File: config.mk
export PLATFORM = sky130hd
export DESIGN_NAME = bus_router
export DESIGN_NICKNAME = d
export VERILOG_FILES = /design/src/rtl/bus_router_pkg.sv /design/src/rtl/bus_router_dec.sv /design/src/rtl/bus_router.sv
export SDC_FILE = /design/constraint.sdc
export NUM_CORES = 1
export LEC_CHECK = 0
export BUFFER_PORTS_ARGS = -buffer_cell sky130_fd_sc_hd__buf_2
export CAP_MARGIN = 20
export CORE_AREA = 2 2 134 136
export CTS_CLUSTER_SIZE = 14
export DETAILED_ROUTE_END_ITERATION = 10
export DIE_AREA = 0 0 136 138
export GPL_ROUTABILITY_DRIVEN = 1
export PLACE_DENSITY = 0.66
export SETUP_SLACK_MARGIN = 0.5
export SLEW_MARGIN = 20
export SYNTH_ARGS = -nofsm -noshare
export SYNTH_HDL_FRONTEND = slang
export SYNTH_SLANG_ARGS = --single-unit
File: constraint.sdc
create_clock -name clk_i -period 4.1 [get_ports clk_i]
set_clock_uncertainty 0.1 [all_clocks]
set_input_delay 0.82 -clock clk_i [delete_from_list [all_inputs] [get_ports clk_i]]
set_output_delay 0.82 -clock clk_i [all_outputs]
set_load 0.02 [all_outputs]
File: src/rtl/bus_router_pkg.sv
// Shared types, error codes and region match helper for the bus_router slice.
package bus_router_pkg;

   typedef enum logic [1:0] {
      IDLE = 2'd0,
      BUSY = 2'd1,
      RESP = 2'd2,
      ERR  = 2'd3
   } state_e;

   typedef enum logic [1:0] {
      CAUSE_NONE    = 2'd0,
      CAUSE_DECODE  = 2'd1,
      CAUSE_TIMEOUT = 2'd2
   } err_cause_e;

   localparam err_cause_e ERR_NONE    = CAUSE_NONE;
   localparam err_cause_e ERR_DECODE  = CAUSE_DECODE;
   localparam err_cause_e ERR_TIMEOUT = CAUSE_TIMEOUT;

   function automatic logic region_hit(input logic [31:0] addr,
                                       input logic [31:0] base,
                                       input logic [31:0] mask);
      return (addr & mask) == base;
   endfunction

endpackage

File: src/rtl/bus_router_dec.sv
// Combinational priority decoder: address -> (hit, slave index), lowest index wins.
// Zero latency, no flow control; the parent samples the result while in IDLE.
module bus_router_dec
   import bus_router_pkg::*;
#(
   parameter int                    SLV_NUM  = 4,
   parameter logic [SLV_NUM*32-1:0] SLV_BASE = {32'h0400_0000, 32'h0300_0000,
                                                32'h0000_0000, 32'h1000_0000},
   parameter logic [SLV_NUM*32-1:0] SLV_MASK = {SLV_NUM{32'hFF00_0000}},
   localparam int                   IDX_W    = (SLV_NUM > 1) ? $clog2(SLV_NUM) : 1
) (
   input  logic [31:0]      i_addr,
   output logic             o_hit,
   output logic [IDX_W-1:0] o_idx
);

   // Scan from the top down so the lowest matching index is written last.
   always_comb begin
      o_hit = 1'b0;
      o_idx = '0;
      for (int i = SLV_NUM - 1; i >= 0; i--) begin
         if (region_hit(i_addr, SLV_BASE[i*32 +: 32], SLV_MASK[i*32 +: 32])) begin
            o_hit = 1'b1;
            o_idx = IDX_W'(i);
         end
      end
   end

endmodule

File: src/rtl/bus_router.sv
// Single-master core-bus router with registered select/response, timeout abort and error reporting.
// Hit latency 2 cycles minimum (decode + registered response); the core is held until the slave or timeout completes.
module bus_router
   import bus_router_pkg::*;
#(
   parameter int                    SLV_NUM     = 4,
   parameter logic [SLV_NUM*32-1:0] SLV_BASE    = {32'h0400_0000, 32'h0300_0000,
                                                   32'h0000_0000, 32'h1000_0000},
   parameter logic [SLV_NUM*32-1:0] SLV_MASK    = {SLV_NUM{32'hFF00_0000}},
   parameter int                    TIMEOUT_CYC = 1023,
   parameter logic [31:0]           ERR_RDATA   = 32'hDEAD_BEEF
) (
   input  logic                  clk_i,
   input  logic                  rst_n_i,
   input  logic                  core_valid_i,
   input  logic [31:0]           core_addr_i,
   input  logic [31:0]           core_wdata_i,
   input  logic [3:0]            core_wstrb_i,
   output logic [31:0]           core_rdata_o,
   output logic                  core_ready_o,
   output logic [SLV_NUM-1:0]    slv_valid_o,
   output logic [31:0]           slv_addr_o,
   output logic [31:0]           slv_wdata_o,
   output logic [3:0]            slv_wstrb_o,
   input  logic [SLV_NUM*32-1:0] slv_rdata_i,
   input  logic [SLV_NUM-1:0]    slv_ready_i,
   output logic                  err_o,
   output logic [1:0]            err_cause_o,
   output logic [31:0]           err_addr_o
);

   localparam int               IDX_W   = (SLV_NUM > 1) ? $clog2(SLV_NUM) : 1;
   localparam int               CNT_W   = $clog2(TIMEOUT_CYC + 1);
   localparam logic [CNT_W-1:0] CNT_MAX = CNT_W'(TIMEOUT_CYC);

   state_e             r_state;
   logic [IDX_W-1:0]   r_sel;
   logic [CNT_W-1:0]   r_cnt;
   logic [31:0]        r_addr;
   logic [31:0]        r_rdata;
   logic               r_ready;
   logic               r_err;
   err_cause_e         r_err_cause;
   logic [31:0]        r_err_addr;
   logic [SLV_NUM-1:0] r_slv_valid;

   logic               w_hit;
   logic [IDX_W-1:0]   w_idx;
   logic               w_sel_ready;
   logic [31:0]        w_sel_rdata;

   bus_router_dec #(
      .SLV_NUM  (SLV_NUM),
      .SLV_BASE (SLV_BASE),
      .SLV_MASK (SLV_MASK)
   ) u_dec (
      .i_addr (core_addr_i),
      .o_hit  (w_hit),
      .o_idx  (w_idx)
   );

   // Only the registered target is listened to; other slaves' ready is ignored.
   assign w_sel_ready = slv_ready_i[r_sel];
   assign w_sel_rdata = slv_rdata_i[32*r_sel +: 32];

   always_ff @(posedge clk_i) begin
      if (!rst_n_i) begin
         r_state     <= IDLE;
         r_sel       <= '0;
         r_cnt       <= '0;
         r_addr      <= '0;
         r_rdata     <= '0;
         r_ready     <= 1'b0;
         r_err       <= 1'b0;
         r_err_cause <= ERR_NONE;
         r_err_addr  <= '0;
         r_slv_valid <= '0;
      end else begin
         r_ready <= 1'b0;
         r_err   <= 1'b0;
         unique case (r_state)
            IDLE: begin
               if (core_valid_i) begin
                  r_addr <= core_addr_i;
                  r_cnt  <= '0;
                  if (w_hit) begin
                     r_sel              <= w_idx;
                     r_slv_valid        <= '0;
                     r_slv_valid[w_idx] <= 1'b1;
                     r_state            <= BUSY;
                  end else begin
                     r_ready     <= 1'b1;
                     r_rdata     <= ERR_RDATA;
                     r_err       <= 1'b1;
                     r_err_cause <= ERR_DECODE;
                     r_err_addr  <= core_addr_i;
                     r_state     <= ERR;
                  end
               end
            end
            BUSY: begin
               if (w_sel_ready) begin
                  r_rdata     <= w_sel_rdata;
                  r_ready     <= 1'b1;
                  r_slv_valid <= '0;
                  r_state     <= RESP;
               end else if (r_cnt == CNT_MAX) begin
                  r_rdata     <= ERR_RDATA;
                  r_ready     <= 1'b1;
                  r_err       <= 1'b1;
                  r_err_cause <= ERR_TIMEOUT;
                  r_err_addr  <= r_addr;
                  r_slv_valid <= '0;
                  r_state     <= ERR;
               end else begin
                  r_cnt <= r_cnt + 1'b1;
               end
            end
            RESP:    r_state <= IDLE;
            ERR:     r_state <= IDLE;
            default: r_state <= IDLE;
         endcase
      end
   end

   assign core_rdata_o = r_rdata;
   assign core_ready_o = r_ready;
   assign err_o        = r_err;
   assign err_cause_o  = r_err_cause;
   assign err_addr_o   = r_err_addr;
   assign slv_valid_o  = r_slv_valid;
   assign slv_addr_o   = core_addr_i;
   assign slv_wdata_o  = core_wdata_i;
   assign slv_wstrb_o  = (r_state == BUSY) ? core_wstrb_i : 4'b0000;

endmodule

; ---- Word-level counts from Yosys, hierarchy flattened
; Cells that the tools add are included.
; Widths: inputs -> output; s select.
[totals]
input_bits = 203
wordCells = 90
regBits = 118
[classes]
n_eq_ne = 14
n_reduce_logical = 12
n_shift = 1
magnitude_cmp = 3
muxes = 49
add_sub_neg = 1
[op_table]
columns = op, n
row1 = $mux 32, 8
row2 = $pmux 32 s2, 2
row3 = $shiftx 128x8->32, 1
row4 = $logic_not 32->1, 1
row5 = $mux 10, 3
row6 = $mux 2, 12
row7 = $mux 4, 5
row8 = $pmux 10 s2, 1
row9 = $reduce_and 4->1, 3
row10 = $mux 1, 11
row11 = $add 10x1->10 const B, 1
row12 = $eq 10x10->1 const B, 1
row13 = $ne 2x2->1 const B, 5
row14 = $eq 8x2->1 const B, 1
row15 = $eq 8x3->1 const B, 1
row16 = $eq 8x5->1 const B, 1
row17 = $pmux 4 s2, 1
row18 = $lt 2x3->1 const B, 2
row19 = $pmux 2 s3, 1
row20 = $reduce_and 5->1, 1
row21 = $eq 2x2->1 const B, 2
row22 = $pmux 1 s2, 2
row23 = $pmux 2 s2, 1
row24 = $reduce_and 2->1, 2
row25 = other kinds (11), 11

; ---- Logic depth before layout (Yosys ltp)
; Gate-level depths: netlist of the first run.
[depth]
depth_word = 12
mapped_depth = 7
mapped_depth_nobuf = 5

; ---- Modules after synthesis
; Synthesis of the first run repeated with hierarchy kept, for this count alone.
[hier_totals]
hier_cells = 643
area_unflattened_um2 = 6286.0
[by_module_without_submodules]
columns = mod, instances, area_per_inst_um2, seq_area_each_um2, cells_each
row1 = bus_router, 1, 6208.5, 2362.3, 635
row2 = bus_router_dec, 1, 77.6, 0.0, 8

; ---- Worst setup path after synthesis of the first run
; No wires, ideal clock.
[synth_path]
path_type = input to register
startpoint = input core_addr_i[25]
endpoint = register r_err_addr[23], in the netlist err_addr_o[23]
t_arrival_ns = 2.287
n_path_buf = 3
path_stages = 7
path_slack_ns = 1.595
path_cell_list = clkbuf_1 -> nor4bb_1 -> o211ai_1 -> and3_1 -> buf_2 -> buf_4 -> o221a_2
[synth_between]
elab_chain_cells = 7
word_cells_on_any_way = 10
[synth_rtl]
columns = element, line
row1 = "start, declared", bus_router.sv:16  ; input logic [31:0] core_addr_i,
row2 = $eq 8x3->1, bus_router_pkg.sv:24  ; return (addr & mask) == base;
row3 = $mux 1 (3 in series), bus_router_dec.sv:22  ; if (region_hit(i_addr, SLV_BASE[i*32 +: 32], SLV_MASK[i*32 +: 32])) begin
row4 = $mux 1 *, bus_router_dec.sv:22
row5 = $ne 2x2->1 (no line) *, n/a
row6 = $reduce_and 5->1 (no line) *, n/a
row7 = "end signal, assigned", bus_router.sv:96  ; r_err_addr <= core_addr_i;
row8 = "end signal, assigned", bus_router.sv:112  ; r_err_addr <= r_addr;
row9 = "end, declared", bus_router.sv:44  ; logic [31:0] r_err_addr;
; Every way passes the cells marked *; elsewhere a longest branch is shown, timed or not.
; A chain may end at the register's enable or synchronous reset.

; ---- Final worst setup path of the first run
[layout_path]
startpoint = register r_sel[1]
endpoint = register r_err_addr[6], in the netlist err_addr_o[6]
[layout_between]
elab_chain_cells = 4
[layout_rtl]
columns = element, line
row1 = "start, declared", bus_router.sv:37  ; logic [IDX_W-1:0] r_sel;
row2 = "start signal, assigned", bus_router.sv:87  ; r_sel <= w_idx;
row3 = $bmux 1 s2, bus_router.sv:63  ; assign w_sel_ready = slv_ready_i[r_sel];
row4 = $mux 1 (not written as such), bus_router.sv:63
row5 = $ne 2x2->1 (no line), n/a
row6 = $reduce_and 5->1 (no line), n/a
; No other way between the ends. The select of a mux whose other input is x is not followed.

==> results of run 1 <==
## cells in the final DEF (no fill, tap or decap), types with 9 or more instances in the layout
cell	n
dfxtp_1	116
o221a_2	42
buf_2	278
clkbuf_16	17
a21oi_1	44
nand2_1	153
o31ai_1	9
mux4_2	33
o221a_1	15
buf_4	12
nand3_1	38
## registers in the layout, indices dropped and copies added (netlist names)
name          count
r_state           2
r_addr           32
r_cnt            10
r_sel             2
slv_valid_o       4
err_addr_o       32
err_cause_o       2
core_rdata_o     32
core_ready_o      1
err_o             1
## worst reg2reg max path, delay by kind of cell (launching register included)
family	cells	cell delay [ns]
buffers and inverters	2	0.76
DFF	1	0.31
and+or+nand+nor	1	0.45
AOI/OAI and AO/OA	2	0.41
muxes	1	0.53
## cell families (layout without fill, tap and decap cells)
| logic type | Yosys count | after routing | synth area share |
|---|---|---|---|
| other cells | 0 | 6 | 0 |
| fa+ha+maj | 1 | 1 | 0.00206 |
| mux | 33 | 33 | 0.122 |
| flops | 118 | 118 | 0.389 |
| compound gates | 140 | 140 | 0.196 |
| buf+inv | 123 | 324 | 0.122 |
| simple gates | 230 | 230 | 0.168 |
## final timing paths
kind	startpoint	to	slack (ns)	cells past startpoint
max	r_sel[1]	err_addr_o[6]	1.48	6
min	r_addr[6]	r_addr[6]	0.35	2
max reg2reg	r_sel[1]	err_addr_o[6]	1.48	6
min reg2reg	r_addr[6]	r_addr[6]	0.35	2
## where the power goes
part | internal (W) | switching, W
combinational | 0.000262 | 0.000392
sequential | 0.00125 | 0.0000533
clock | 0.000996 | 0.000571
## per-stage QoR
stage               instances  cell area (um^2)  power (W)  hold slack (ns)
global placement         1043              7120    0.00197            0.342
CTS                      1075              7740    0.00355            0.354
detailed placement       1043              7120    0.00198            0.347
floorplan                 645              6070    0.00179            0.337
finish                   1081              7760    0.00352            0.352
global route             1079              7750    0.00367            0.371
## cell type report
cell class / instances / share of cell area
antenna: 6 / 0.00193
clock buffer: 19 / 0.0584
clock inverter: 13 / 0.0224
inverter: 2 / 0.000967
multi-input combinational: 404 / 0.384
sequential: 118 / 0.305
tap: 229 / 0.0369
timing repair buffer: 290 / 0.191
## layer usage
layer / vias to the layer above / wire, um
met4: 4 / 848
li1: 2694 / -
met2: 311 / 9830
met1: 2679 / 8120
met5: - / 14
met3: 40 / 2140
==> metrics, run 1 <==
outcome=completed; Crit Path Class=flop to flop; maximum fanout along the worst path=34; Filler Cell Count=about 1.7k; share of the synthesized area in the top cell type=0.389; GRT busiest layer=met2; Worst path slowest cell=mux4_2; die area=18800 um^2; DRC=0; Clock Tree Buf Depth=2; crit path buf inv count=2; Rel. slew slack=0.324; top post-synthesis cells by area=dfxtp_1 (39%), mux4_2 (12%), nand2_1 (9.5%); Final Hold Viols=0; antenna-violating nets left=0; Tightest Pin Transition=1.01 ns; Slew Viols, Final=0; leading register cell type out of synthesis=dfxtp_1; crit path launch type=flop; total number of vias=5728; M1 GR Usage=0.258; First DRT Iteration DRCs=315; CP top delay family=buffers and inverters; LEAKAGE=3.35 nW; worst setup margin=1.48 ns; Setup-failing EPs final=0; total track usage=0.219; GP Congestion=0.860; met2 GRT Util=0.350; Hold Buf Count CTS=0; Die Span Y=around 140 um; Final Core Density=0.443; Hold Path Class=flop to flop; area delta synth->final=27.9%; Avg Cell Area, Syn=9.41 um^2; grt ovf=0; leading area contributor after synthesis=dfxtp_1; die width=136 um; drt pass-1 iters=6; core area=17500 um^2; Buffers on Ports=278; maximum clock frequency=382 MHz; pre-CTS WS=1.20 ns; cells along the critical path=buf_4 -> mux4_2 -> o21ai_4 -> and3_1 -> buf_4 -> o221a_2; Routed WL=21000 um; Peak VDD IR=0.288 mV; CTS tree=done; Final min period=2.62 ns; grt met3 use=0.0931; IO Pins=343; post-CTS resize count=0; pin count of the biggest net entering global routing=74; Reg clk slew, reported paths=~0.060 ns; Netlist cell types=46; Worst Path Arrival=2.87 ns; TritonCTS Buffers=17; number of enable flip-flop cells after synthesis=0; drt wl/cell=19.4 um; CTS sink cnt=roughly 120; number of post-CTS setup repair buffers=0; Synth warnings=0; CTS H-tree depth=4; initial antenna violation count=9; #FFs+latches synth=around 120; Mapped Cells=645; root buf cell=clkbuf_16; Rows=49; CP most frequent cell=buf_4; CP endpoint kind=flop; Final period util=0.638; sequential fraction of the synthesis area=0.389; dpl hpwl=around 15000 um; first-pass GRT wire length=31000 um; # nets final=between 1k and 1.5k; Setup TNS=0 ns; area occupied by multi-input gates=2980 um^2; Post-synth top cells=nand2_1 (153), dfxtp_1 (118), buf_4 (67); CP peak stage delay=between 0.5 and 0.6 ns; Syn Nets=849; cell with the most instances after synthesis=nand2_1; vias in the first global route=around 5.3k; register area=between 2000 and 2500 um^2; RSZ-0062 raised after global routing=no; CP required=4.35 ns; max_cap viols=0; Initial Util=0.346; mapped cell area=6070 um^2; Power per Cell Area=454 nW/um^2; Skew-Pair Late Insertion Delay=0.41 ns; Vias/cell=5.30; layout cell share with drive strength beyond 1=0.481; ys async rst share=0
Note: power is estimated with default switching activity, not from simulation.
==> run 2, diff against run 1 <==
PLACE_DENSITY = 0.69   (was 0.66)
clock period = 2.2 ns   (was 4.1 ns; I/O delays follow)
==> run 2 against run 1 <==
Net effect: design area increased by 17%; sequential share of layout area decreased by 4.3 points; largest power group unchanged; total power increased by 96%.
==> metrics, run 2 (same netlist as run 1, synthesis figures left out) <==
drt wl/cell=20.7 um (+6.6%); core area=17500 um^2 (unchanged); Setup TNS=0 ns (unchanged); RSZ-0062 raised after global routing=yes; Rel. slew slack=0.679 (+0.355); pin count of the biggest net entering global routing=34 (-54%); CP endpoint kind=flop; most frequent cells in the layout=buf_2 (274), nand2_1 (152), dfxtp_1 (112); pre-CTS WS=-0.0404 ns (-1.24 ns); Tightest Pin Transition=0.481 ns (-0.533 ns); Final min period=2.10 ns (-0.518 ns); Worst path slowest cell=mux4_2; dpl hpwl=16200 um (+4.9%); Final Hold Viols=0 (unchanged); Slew Viols, Final=0 (unchanged); LEAKAGE=3.93 nW (+17%); initial antenna violation count=8 (-1); crit path launch type=flop; CTS sink cnt=118 (unchanged); reg-to-reg slack, setup=0.10 ns (-1.38 ns); area occupied by multi-input gates=3610 um^2 (+21%); GRT busiest layer=met2; TritonCTS Buffers=17 (unchanged); maximum fanout along the worst path=7 (-79%); # nets final=1088 (+4.9%); commonest non-fill, non-tap cell in the layout=buf_2; first-pass GRT wire length=33100 um (+6.5%); grt met3 use=0.0832 (-0.00990); CP required=2.44 ns (-1.91 ns); Vias/cell=5.33 (+0.62%); Routed WL=23400 um (+12%); Peak VDD IR=0.543 mV (+89%); Skew-Pair Late Insertion Delay=0.42 ns (about the same); Clock Tree Buf Depth=2 (unchanged); HP Start=core_addr_i[2]; Filler Cell Count=1591 (-8.5%); Crit Path Class=flop to flop; CP peak stage delay=0.62 ns (+0.11 ns); Buffers on Ports=278 (unchanged); GP Congestion=0.863 (+0.28%); Reg clk slew, reported paths=0.06 ns (about the same); met2 GRT Util=0.391 (+0.0407); CTS tree=done; register area=2370 um^2 (+0.32%); layout cell share with drive strength beyond 1=0.571 (+0.0897); die area=18800 um^2 (unchanged); total track usage=0.232 (+0.0124); antenna-violating nets left=0 (unchanged); area delta synth->final=49.5%; worst setup margin=0.102 ns (-1.38 ns); Die Span Y=138 um (unchanged); final hold slack=0.187 ns (-0.165 ns); maximum clock frequency=477 MHz (+25%); Crit Reg-Reg Startpoint=r_sel[0]; max_cap viols=0 (unchanged); CTS H-tree depth=4 (unchanged); outcome=completed; Crit. Startpoint=r_sel[0]; DRC=0 (unchanged); Initial Util=0.346 (unchanged); Final period util=0.954 (+0.316); Power per Cell Area=760 nW/um^2 (+68%); grt ovf=0 (unchanged); Rows=49 (unchanged); die width=136 um (unchanged); drt pass-1 iters=5 (-1); Hold Path Class=input port to flop; total number of vias=6041 (+5.5%); Setup-failing EPs final=0 (unchanged); vias in the first global route=5807 (+9.4%); M1 GR Usage=0.256 (-0.00210); cells along the critical path=mux4_2 -> o21a_4 -> buf_6 -> or4_1 -> a21oi_1; Worst Path Arrival=2.34 ns (-0.53 ns); IO Pins=343 (unchanged); First DRT Iteration DRCs=274 (-13%); root buf cell=clkbuf_16
==> run 2: final cells by class <==
type                            instances  area share
Clock buffer                           21      0.0496
Inverter                                2    0.000827
Sequential cell                       118       0.261
Antenna cell                            7     0.00193
Clock inverter                         11      0.0138
Tap cell                              229      0.0316
Multi-Input combinational cell        404       0.398
Timing Repair Buffer                  341       0.243
==> run 2: final timing paths <==
path,end,cells past startpoint
worst max register to register,r_cnt[6],5
worst min-delay path,r_addr[2],3
worst max-delay path,r_cnt[6],5
worst min register to register,r_addr[4],2
==> run 2: worst max-delay path: cells and delay by family (launching register included) <==
| family | cells | cell delay [ns] |
|---|---|---|
| AO/OA/AOI/OAI | 2 | 0.40 |
| buffers and inverters | 1 | 0.13 |
| flip-flops | 1 | 0.37 |
| multiplexers | 1 | 0.62 |
| AND/OR/NAND/NOR | 1 | 0.41 |
==> run 2: report_power, final <==
group          total (W)  switching [W]  internal, W
combinational    0.00172       0.000900     0.000819
clock            0.00273        0.00103      0.00170
sequential       0.00244       0.000119      0.00232
total            0.00690        0.00205      0.00484
==> run 2: timing repair <==
item,in CTS,in global routing
hold buffers,0,0
gates cloned,2,8
buffers inserted,15,2
setup endpoints to repair,120,120
pin swaps,11,16
gates resized for setup,30,64
==> run 2: stage by stage <==
stage               instance area, um^2  power, W  utilization  cells
floorplan                          6450   0.00348            -    645
detailed placement                 7710   0.00389        0.440   1067
global placement                   7710   0.00387        0.440   1067
CTS                                8560   0.00674        0.488   1116
global route                       9070   0.00717        0.517   1133
finish                             9070   0.00690        0.517   1133
==> run 2: metal layers <==
layer  share of wire  up-vias
met3           0.094       43
met2            0.51      318
met5         0.00056        -
met1            0.36     2874
li1                -     2804
met4           0.037        2
==> run 3, diff against run 2 <==
--- a/config.mk
+++ b/config.mk
@@ -6,12 +6,13 @@
 export NUM_CORES = 1
 export LEC_CHECK = 0
+export ABC_AREA = 1
 export BUFFER_PORTS_ARGS = -buffer_cell sky130_fd_sc_hd__buf_2
 export CAP_MARGIN = 20
-export CORE_AREA = 2 2 134 136
+export CORE_AREA = 2 2 132 134
 export CTS_CLUSTER_SIZE = 14
 export DETAILED_ROUTE_END_ITERATION = 10
-export DIE_AREA = 0 0 136 138
+export DIE_AREA = 0 0 134 136
 export GPL_ROUTABILITY_DRIVEN = 1
-export PLACE_DENSITY = 0.69
+export PLACE_DENSITY = 0.74
 export SETUP_SLACK_MARGIN = 0.5
 export SLEW_MARGIN = 20
==> constraint.sdc (replaced) <==
create_clock -name clk_i -period 2.2 [get_ports clk_i]
set_clock_uncertainty 0.1 [all_clocks]
set_input_delay 0.55 -clock clk_i [delete_from_list [all_inputs] [get_ports clk_i]]
set_output_delay 0.55 -clock clk_i [all_outputs]
set_load 0.02 [all_outputs]
==> run 3 against run 2 <==
Net effect: first-iteration DRC count is 81% higher; fmax up 12%; total power decreased by 2.4%; sequential power hardly changed; non-clock buffer count is 17 lower; sequential share of layout area barely moved; register-to-register slack better by 0.35 ns; critical endpoint is now slv_wstrb_o[3].
==> metrics, run 3 <==
Final min period=1.87 ns (-0.228 ns); area delta synth->final=38.2%; CTS tree=done; pin count of the biggest net entering global routing=73 (+110%); Non-Filler Instances=1452 (+28%); drt pass-1 iters=5 (unchanged); mapped cell area=6570 um^2 (+8.3%); Clock Power Share=0.401 (+0.005); # nets final=1419 (+30%); Skew-Pair Late Insertion Delay=0.41 ns (about the same); IO Pins=343 (unchanged); ys async rst share=0 (unchanged); Slew Viols, Final=0 (unchanged); outcome=completed; cell with the most instances after synthesis=nor2_1; Final Hold Viols=0 (unchanged); vias in the first global route=6295 (+8.4%); Final Cell Area=9080 um^2 (about the same); dpl cells=1393 (+31%); CP endpoint kind=output port; maximum clock frequency=535 MHz (+12%); sequential share of power=0.368 (+0.014); Avg Cell Area, Syn=6.60 um^2 (-30%); Rel. slew slack=0.424 (-0.255); Psw=0.00206 W (about the same); Filler Cell Count=1624 (+2.1%); leading register cell type out of synthesis=dfxtp_1; Tightest Pin Transition=0.864 ns (+0.383 ns); drt wl/cell=14.6 um (-29%); Clock Tree Buf Depth=2 (unchanged); Initial Util=0.389 (+0.0433); #FFs+latches synth=118 (unchanged); Syn Nets=1199 (+41%); TritonCTS Buffers=17 (unchanged); Hold Buf Count CTS=0 (unchanged); final hold slack=0.286 ns (+0.0997 ns); core area=16900 um^2 (-3.8%); Crit Path Class=flop to output port; layout cell share with drive strength beyond 1=0.390 (-0.181); Routed WL=21200 um (-9.2%); Worst Path Arrival=1.22 ns (-1.12 ns); Setup TNS=0 ns (unchanged); placed inst area=7660 um^2 (-0.71%); commonest non-fill, non-tap cell in the layout=buf_2; DRC=0 (unchanged); max_cap viols=0 (unchanged); Peak VDD IR=0.628 mV (+16%); Reg clk slew, reported paths=0.06 ns (about the same); Setup-failing EPs final=0 (unchanged); Comb pwr share=0.231 (-0.018); number of enable flip-flop cells after synthesis=0 (unchanged); maximum fanout along the worst path=5 (-2); CP required=1.55 ns (-0.89 ns); share of the synthesized area in the top cell type=0.359 (-0.0298); initial antenna violation count=0 (-8); Vias/cell=4.94 (-7.4%); GP Congestion=0.875 (+1.4%); RSZ-0062 raised after global routing=yes; leading area contributor after synthesis=dfxtp_1; CTS sink cnt=118 (unchanged); die width=134 um (-1.5%); Final period util=0.850 (-0.104); crit path launch type=flop; First DRT Iteration DRCs=495 (+81%); total track usage=0.216 (-0.0160); antenna-violating nets left=0 (unchanged); dpl hpwl=13800 um (-15%); Die Span Y=136 um (-1.4%); Rows=48 (-2.0%); Hold Path Class=input port to flop; Power per Cell Area=741 nW/um^2 (-2.5%); total number of vias=7170 (+19%); CTS H-tree depth=4 (unchanged); LEAKAGE=4.46 nW (+13%); sequential fraction of the synthesis area=0.359 (-0.0298); Buffers on Ports=278 (unchanged); first-pass GRT wire length=31300 um (-5.4%); root buf cell=clkbuf_16; top post-synthesis cells by area=dfxtp_1 (36%), nor2_1 (16%), o21ai_0 (11%); Switching Fraction=0.305 (+0.00759); Post-synth top cells=nor2_1 (275), o21ai_0 (147), nand2_1 (146); Antenna diodes=0 (-7); Synth warnings=0 (unchanged); cell-internal power=0.00467 W (-3.5%); most frequent cells in the layout=buf_2 (274), nor2_1 (260), nand2_1 (136); die area=18200 um^2 (-2.9%); Mapped Cells=995 (+54%); grt ovf=0 (unchanged); Netlist cell types=36 (-22%)
==> run 3: timing repair <==
action | CTS | global route
gates resized for setup | 30 | 137
cloned | 3 | 6
endpoints found under the hold margin | 0 | 0
buffers inserted | 7 | 12
setup endpoints to repair | 83 | 83
pin swaps | 4 | 46
==> run 3: per-stage QoR <==
step	setup slack (ns)	power, W	util
floorplan	0.484	0.00338	-
global placement	0.254	0.00372	0.454
detailed placement	0.228	0.00373	0.454
CTS	0.345	0.00653	0.501
global route	0.263	0.00705	0.538
finish	0.330	0.00673	0.538
==> run 3: kinds of logic after synthesis <==
logic type	share of synthesized area
buffers and inverters	0.160
DFF	0.359
AOI/OAI and AO/OA	0.190
adders and majority gates	0.00190
and+or+nand+nor	0.286
xor gates and xnor gates	0.00267
==> run 3: final timing paths <==
| path | from | endpoint | slack (ns) | cells past startpoint |
|---|---|---|---|---|
| worst max-delay path | r_state[1] | slv_wstrb_o[3] | 0.33 | 5 |
| worst min-delay path | core_addr_i[4] | r_addr[4] | 0.29 | 3 |
| worst min register to register | r_addr[31] | r_addr[31] | 0.36 | 2 |
| worst max register to register | r_cnt[1] | core_rdata_o[26] | 0.45 | 12 |
==> run 3: worst max-delay path: stages (launching register included) <==
cell	delay (ns)
dfxtp_2	0.33
inv_2	0.08
nand2_4	0.07
buf_12	0.14
nor2_4	0.07
buf_6	0.12
==> run 3: layout make-up <==
cell class                      count  area, um^2  area share
Inverter                           64         275      0.0303
Multi-Input combinational cell    690        3530       0.389
Timing Repair Buffer              324        2040       0.225
Tap cell                          225         282      0.0310
Sequential cell                   118        2370       0.262
Clock buffer                       20         447      0.0492
Clock inverter                     11         129      0.0142
==> run 3: per-layer routing <==
layer / global-route usage / vias up / part of all wire
met2: 0.362 / 276 / 0.49
met1: 0.276 / 3297 / 0.43
met4: 0.0609 / 0 / 0.016
li1: - / 3564 / -
met3: 0.0526 / 33 / 0.063
met5: 0 / - / 0
==> run 3: power by group through the flow <==
stage	clock [W]	sequential [W]	combinational (W)
floorplan	0	0.00265	0.000731
global placement	0	0.00249	0.00123
detailed placement	0	0.00249	0.00124
CTS	0.00275	0.00245	0.00133
global route	0.00286	0.00250	0.00169
finish	0.00270	0.00247	0.00155
